### src/rtl/hall_light_pkg.sv
// Shared types and constants for the hall lighting scheduler.
// Sizing helpers keep the stagger/hold counters as narrow as their reload values allow.
package hall_light_pkg;

    typedef enum logic [1:0] {
        IDLE,
        RAMP_UP,
        RAMP_DOWN,
        HOLD
    } state_t;

    localparam int DEFAULT_NUM_ZONES       = 5;
    localparam int DEFAULT_PEOPLE_PER_ZONE = 6;
    localparam int DEFAULT_MAX_COUNT       = 30;

    // Width able to hold 0..n-1; never narrower than one bit.
    function automatic int cnt_width(input int n);
        return (n <= 2) ? 1 : $clog2(n);
    endfunction

endpackage

### src/rtl/hall_zone_pwm.sv
// Free-running PWM counter shared by all zones, gated per zone by zone_en.
// Outputs are registered so the zone drive lines are glitch-free.
module hall_zone_pwm
    import hall_light_pkg::*;
#(
    parameter int NUM_ZONES = DEFAULT_NUM_ZONES,
    parameter int PWM_BITS  = 8
) (
    input  logic                 clk,
    input  logic                 rst_n,
    input  logic [NUM_ZONES-1:0] zone_en,
    input  logic [PWM_BITS-1:0]  brightness,
    output logic [NUM_ZONES-1:0] zone_pwm
);

    logic [PWM_BITS-1:0] pwm_cnt;

    always_ff @(posedge clk or negedge rst_n) begin
        if (!rst_n) begin
            pwm_cnt  <= '0;
            zone_pwm <= '0;
        end else begin
            pwm_cnt  <= pwm_cnt + PWM_BITS'(1);
            zone_pwm <= zone_en & {NUM_ZONES{pwm_cnt < brightness}};
        end
    end

endmodule

### src/rtl/hall_light_scheduler.sv
// Staggered zone sequencer: occupancy count -> target zones -> one switch per stagger interval.
// Optional HALL_MANUAL_OVERRIDE_EN adds force_on, which targets every zone and suppresses HOLD.
module hall_light_scheduler
    import hall_light_pkg::*;
#(
    parameter int NUM_ZONES           = DEFAULT_NUM_ZONES,
    parameter int PEOPLE_PER_ZONE     = DEFAULT_PEOPLE_PER_ZONE,
    parameter int MAX_COUNT           = DEFAULT_MAX_COUNT,
    parameter int STAGGER_CYCLES      = 1_000_000,
    parameter int VACANCY_HOLD_CYCLES = 500_000_000,
    parameter int PWM_BITS            = 8
) (
    input  logic                 clk,
    input  logic                 rst_n,
    input  logic [4:0]           occupancy_count,
    input  logic [PWM_BITS-1:0]  brightness,
`ifdef HALL_MANUAL_OVERRIDE_EN
    input  logic                 force_on,
`endif
    output logic [NUM_ZONES-1:0] zone_en,
    output logic [NUM_ZONES-1:0] zone_pwm,
    output logic                 busy,
    output logic                 hold_active
);

    localparam int ZW = $clog2(NUM_ZONES + 1);
    localparam int SW = cnt_width(STAGGER_CYCLES);
    localparam int HW = cnt_width(VACANCY_HOLD_CYCLES);
    localparam logic [SW-1:0] STAGGER_LOAD = SW'(STAGGER_CYCLES - 1);
    localparam logic [HW-1:0] HOLD_LOAD    = HW'(VACANCY_HOLD_CYCLES - 1);
    localparam logic [ZW-1:0] ZONE_ONE     = ZW'(1);
    localparam logic [ZW-1:0] ZONE_ALL     = ZW'(NUM_ZONES);

    state_t        state;
    logic [ZW-1:0] zones_on;
    logic [ZW-1:0] target_d;
    logic [ZW-1:0] target_q;
    logic [ZW-1:0] target_eff;
    logic [SW-1:0] stagger_cnt;
    logic [HW-1:0] hold_cnt;
    logic [4:0]    count_clamped;
    logic [5:0]    target_wide;

    function automatic logic [NUM_ZONES-1:0] thermo(input logic [ZW-1:0] n);
        logic [NUM_ZONES-1:0] t;
        t = '0;
        for (int i = 0; i < NUM_ZONES; i++) t[i] = (ZW'(i) < n);
        return t;
    endfunction

    // NOTE: every signal written in always_comb gets a value on every path, else a latch is inferred.
    always_comb begin
        count_clamped = (occupancy_count > 5'(MAX_COUNT)) ? 5'(MAX_COUNT) : occupancy_count;
        target_wide   = (6'(count_clamped) + 6'(PEOPLE_PER_ZONE - 1)) / 6'(PEOPLE_PER_ZONE);
        target_d      = (target_wide > 6'(NUM_ZONES)) ? ZONE_ALL : target_wide[ZW-1:0];
    end

`ifdef HALL_MANUAL_OVERRIDE_EN
    assign target_eff = force_on ? ZONE_ALL : target_q;
`else
    assign target_eff = target_q;
`endif

    // NOTE: state registers use non-blocking assignments so every branch reads pre-edge values.
    always_ff @(posedge clk or negedge rst_n) begin
        if (!rst_n) begin
            state       <= IDLE;
            zones_on    <= '0;
            target_q    <= '0;
            stagger_cnt <= '0;
            hold_cnt    <= '0;
            zone_en     <= '0;
            busy        <= 1'b0;
            hold_active <= 1'b0;
        end else begin
            target_q <= target_d;
            case (state)
                IDLE, RAMP_UP, RAMP_DOWN: begin
                    if (state != IDLE && stagger_cnt != '0) begin
                        stagger_cnt <= stagger_cnt - SW'(1);
                    end else if (target_eff > zones_on) begin
                        zones_on    <= zones_on + ZONE_ONE;
                        zone_en     <= thermo(zones_on + ZONE_ONE);
                        stagger_cnt <= STAGGER_LOAD;
                        state       <= RAMP_UP;
                        busy        <= 1'b1;
                    end else if (state == IDLE && target_eff == '0 && zones_on != '0) begin
                        // Empty hall: keep the lights up for the vacancy delay first.
                        hold_cnt    <= HOLD_LOAD;
                        state       <= HOLD;
                        busy        <= 1'b1;
                        hold_active <= 1'b1;
                    end else if (target_eff < zones_on) begin
                        zones_on    <= zones_on - ZONE_ONE;
                        zone_en     <= thermo(zones_on - ZONE_ONE);
                        stagger_cnt <= STAGGER_LOAD;
                        state       <= RAMP_DOWN;
                        busy        <= 1'b1;
                    end else begin
                        state <= IDLE;
                        busy  <= 1'b0;
                    end
                end
                HOLD: begin
                    if (target_eff != '0) begin
                        // Someone came back: cancel without touching zones; IDLE resolves it.
                        state       <= IDLE;
                        busy        <= 1'b0;
                        hold_active <= 1'b0;
                    end else if (hold_cnt == '0) begin
                        zones_on    <= zones_on - ZONE_ONE;
                        zone_en     <= thermo(zones_on - ZONE_ONE);
                        stagger_cnt <= STAGGER_LOAD;
                        state       <= RAMP_DOWN;
                        hold_active <= 1'b0;
                    end else begin
                        hold_cnt <= hold_cnt - HW'(1);
                    end
                end
                default: begin
                    state       <= IDLE;
                    busy        <= 1'b0;
                    hold_active <= 1'b0;
                end
            endcase
        end
    end

    hall_zone_pwm #(
        .NUM_ZONES (NUM_ZONES),
        .PWM_BITS  (PWM_BITS)
    ) u_zone_pwm (
        .clk        (clk),
        .rst_n      (rst_n),
        .zone_en    (zone_en),
        .brightness (brightness),
        .zone_pwm   (zone_pwm)
    );

endmodule
### config.mk
export PLATFORM = sky130hd
export DESIGN_NAME = hall_light_scheduler
export DESIGN_NICKNAME = d
export VERILOG_FILES = /design/src/rtl/hall_light_pkg.sv /design/src/rtl/hall_zone_pwm.sv /design/src/rtl/hall_light_scheduler.sv
export SDC_FILE = /design/constraint.sdc
export NUM_CORES = 1
export LEC_CHECK = 0
export ABC_CLOCK_PERIOD_IN_PS = 3600
export CORE_UTILIZATION = 50
export CTS_BUF_LIST = sky130_fd_sc_hd__clkbuf_4 sky130_fd_sc_hd__clkbuf_8 sky130_fd_sc_hd__clkbuf_16
export DETAILED_ROUTE_END_ITERATION = 10
export PLACE_DENSITY = 0.73
export SYNTH_ARGS = -nofsm -noshare
export SYNTH_HDL_FRONTEND = slang
export SYNTH_SLANG_ARGS = --single-unit
### constraint.sdc
create_clock -name clk -period 3.6 [get_ports clk]
set_input_delay 0.72 -clock clk [delete_from_list [all_inputs] [get_ports clk]]
set_output_delay 0.72 -clock clk [all_outputs]
set_load 0.03 [all_outputs]
==> out/metrics.cfg <==
[timing]
post-route-period-util_pct=86.29
setup_viol=0
timing_hold_violations_final=0
rsz0062_at_grt=false
achievable-frequency_mhz=321.9
tns_ps=0
max_slew_headroom_pct=37.09
timing.clock.skew_ps=10.66
timing.final.crit_period_ps=3107
worstMarginPinSlew_ps=943.6
timing_max_transition_violations_final=0

[cells_and_area]
post-route-util_pct=57.25
post_route_cells_drive_above_1_share_pct=6.641
design.final.nets=541
mostFrequentLayoutCells=sky130_fd_sc_hd__dfrtp_1 (76), sky130_fd_sc_hd__a21oi_1 (37), sky130_fd_sc_hd__nand2_1 (33)
num_antenna_cells=0
area.growth.synth_to_final_pct=11.45
mostFrequentLayoutCell=sky130_fd_sc_hd__dfrtp_1
non_filler_cells_final=620

[global_routing]
grt_start_max_net_pins=77
antenna_found_initial=0
grt_usage_pct=22.84
grt_overflow=0
vias_in_the_first_global_route=3521
wire_length_of_the_first_global_routing_pass_um=16420

[placement]
globalplace.congestion=0.8859
post-dp-hpwl_um=6405
placed_cells_incl_taps=604
io_buffer_count=26

[synthesis]
avgSynthCellArea_sq_um=9.061
synth_warnings=0
synth-edff-count=0
dominantRegCellSynth=sky130_fd_sc_hd__dfrtp_1
synth_area_sq_um=4458
async_reset_ff_share_pct=100.0
synth_cell_types=59
synth.net_count=526
synthCells=492
synth.ff_latch_count=76
synth_seq_area_share_pct=42.66

[die]
io_pins=27
initial_core_util_pct=51.37
dieHeight_um=96.43
dieArea_sq_um=9298
die_x_um=96.43
design.core.area_sq_um=8678
row_count=34

[route]
routed-wl-met2_um=4528
top_signal_layer_used=met4
drtAntennaViolNets=0
detail_route.first_pass.iterations=5
detailroute.wirelength.met3_um=351
drt_wl_total_um=9444
route.detailed.vias_per_inst=6.103
first_iter_violations=214
length_of_routed_wiring_on_met1_um=4497
detail_route.drc_violations=0
num_vias=3784
wl_per_cell_um=15.23

[worst_setup_path]
worst_setup_slack_for_register_to_register_paths_ps=490
cp_data_arrival_time_ps=3300
cp.required_ps=3800
path_max_fanout=15
element_type_at_the_critical_path_end=flip-flop
timing.setup.critical_path_class=flip-flop to flip-flop
start_kind=flip-flop

[worst_hold_path]
holdCritPathClass=flip-flop to flip-flop

[pwr]
power.density_cell_area_nw_per_um2=727.0
ir_drop_mv=0.3825
static_power_due_to_leakage_uw=0.002040
fin_total_pwr_uw=3612

[clock_network]
cts_hold_repair.buffers=0
clkLatencyLatePin_ps=350
clock_path_buffers=2
numCtsBuffers=9
cts.repair_timing.setup_buffer_count=0
worst_setup_hold_path_clk_slew_ps=80
cts_repair_resize_count=0
clock_tree_from_tritoncts=done
cts_max_level=3
clock_tree.root_cell=sky130_fd_sc_hd__clkbuf_8
cts_num_sinks=76

[run_status]
run_status=complete, no violations

[flow_run]
max_cap_violations=0

==> path summary, 6_finish.rpt <==
check | start | to | cells past startpoint
max | hold_cnt[7] | hold_cnt[12] | 7
min | u_zone_pwm.pwm_cnt[7] | u_zone_pwm.pwm_cnt[7] | 1
max reg2reg | hold_cnt[7] | hold_cnt[12] | 7
min reg2reg | u_zone_pwm.pwm_cnt[7] | u_zone_pwm.pwm_cnt[7] | 1
max in group asynchronous | rst_n | stagger_cnt[0] | 1
min in group asynchronous | rst_n | u_zone_pwm.pwm_cnt[5] | 1
==> report_power, final <==
| group | leakage [uW] | internal, uW | switching, uW | total (uW) |
|---|---|---|---|---|
| clock | 0.0000983 | 338 | 324 | 662 |
| sequential | 0.000898 | 1130 | 287 | 1420 |
| combinational | 0.00104 | 636 | 899 | 1530 |
| total | 0.00204 | 2100 | 1510 | 3610 |
==> final cells by class <==
class,count,area (sq um)
fillers,762,3710
multi-input cells,364,2337
flip-flops and latches,76,1902
repair buffers,32,302.8
clock buffers,10,137.6
well taps,108,135.1
inverters,24,90.09
clock inverters,6,63.81
==> cell usage after synthesis, types with 15 or more instances <==
cell	instances	area share, %
sky130_fd_sc_hd__or3_1	17	2.4
sky130_fd_sc_hd__nor3_1	16	1.8
sky130_fd_sc_hd__ha_1	19	5.3
sky130_fd_sc_hd__o31ai_1	18	3.0
sky130_fd_sc_hd__inv_1	24	2.0
sky130_fd_sc_hd__o21ai_0	31	3.5
sky130_fd_sc_hd__nor4_1	15	2.1
sky130_fd_sc_hd__dfrtp_1	76	43
sky130_fd_sc_hd__nand3_1	23	2.6
sky130_fd_sc_hd__clkbuf_1	17	1.4
sky130_fd_sc_hd__or4_1	16	2.7
sky130_fd_sc_hd__nand2_1	33	2.8
sky130_fd_sc_hd__a21oi_1	37	4.2
sky130_fd_sc_hd__nor2_1	28	2.4
==> worst max-delay path, cell delays in order (launching register included) <==
cell                      delay, ps
sky130_fd_sc_hd__dfrtp_1        430
sky130_fd_sc_hd__or4_4          560
sky130_fd_sc_hd__or4_1          660
sky130_fd_sc_hd__o41a_1         520
sky130_fd_sc_hd__a21oi_4        330
sky130_fd_sc_hd__buf_4          260
sky130_fd_sc_hd__or4_1          130
sky130_fd_sc_hd__a21oi_1         60
==> per-layer routing <==
metal,vias up,GRT usage [%]
li1,1861,-
met1,1831,30.36
met2,86,38.12
met3,6,5.008
met4,0,5.392
met5,-,0
==> cell families after synthesis <==
| group | synth area share, % |
|---|---|
| AND/OR/NAND/NOR | 22.65 |
| buffers and inverters | 4.912 |
| adder cells (fa/ha/maj) | 5.333 |
| flip-flops | 42.66 |
| AO/OA/AOI/OAI | 20.74 |
| XOR/XNOR | 2.554 |
| multiplexers | 1.151 |
==> registers in the layout, summed over array words and instances, names as in the netlist <==
register / count
state: 2
u_zone_pwm.pwm_cnt: 8
zones_on: 2
hold_cnt: 29
target_eff: 3
stagger_cnt: 20
hold_active: 1
busy: 1
zone_en: 5
u_zone_pwm.zone_pwm: 5
==> stage by stage <==
stage / hold slack [ps] / setup WS (ps) / instance area, sq um
4_1_cts: 486.4 / 493.3 / 4969
6_report: 478.7 / 493.4 / 4969
2_1_floorplan: 424.4 / 760.2 / 4458
3_5_place_dp: 470.1 / 502.5 / 4767
3_3_place_gp: 466.9 / 574.1 / 4767
5_1_grt: 509.3 / 307.8 / 4969
No activity file was read; power rests on OpenSTA's default activity.
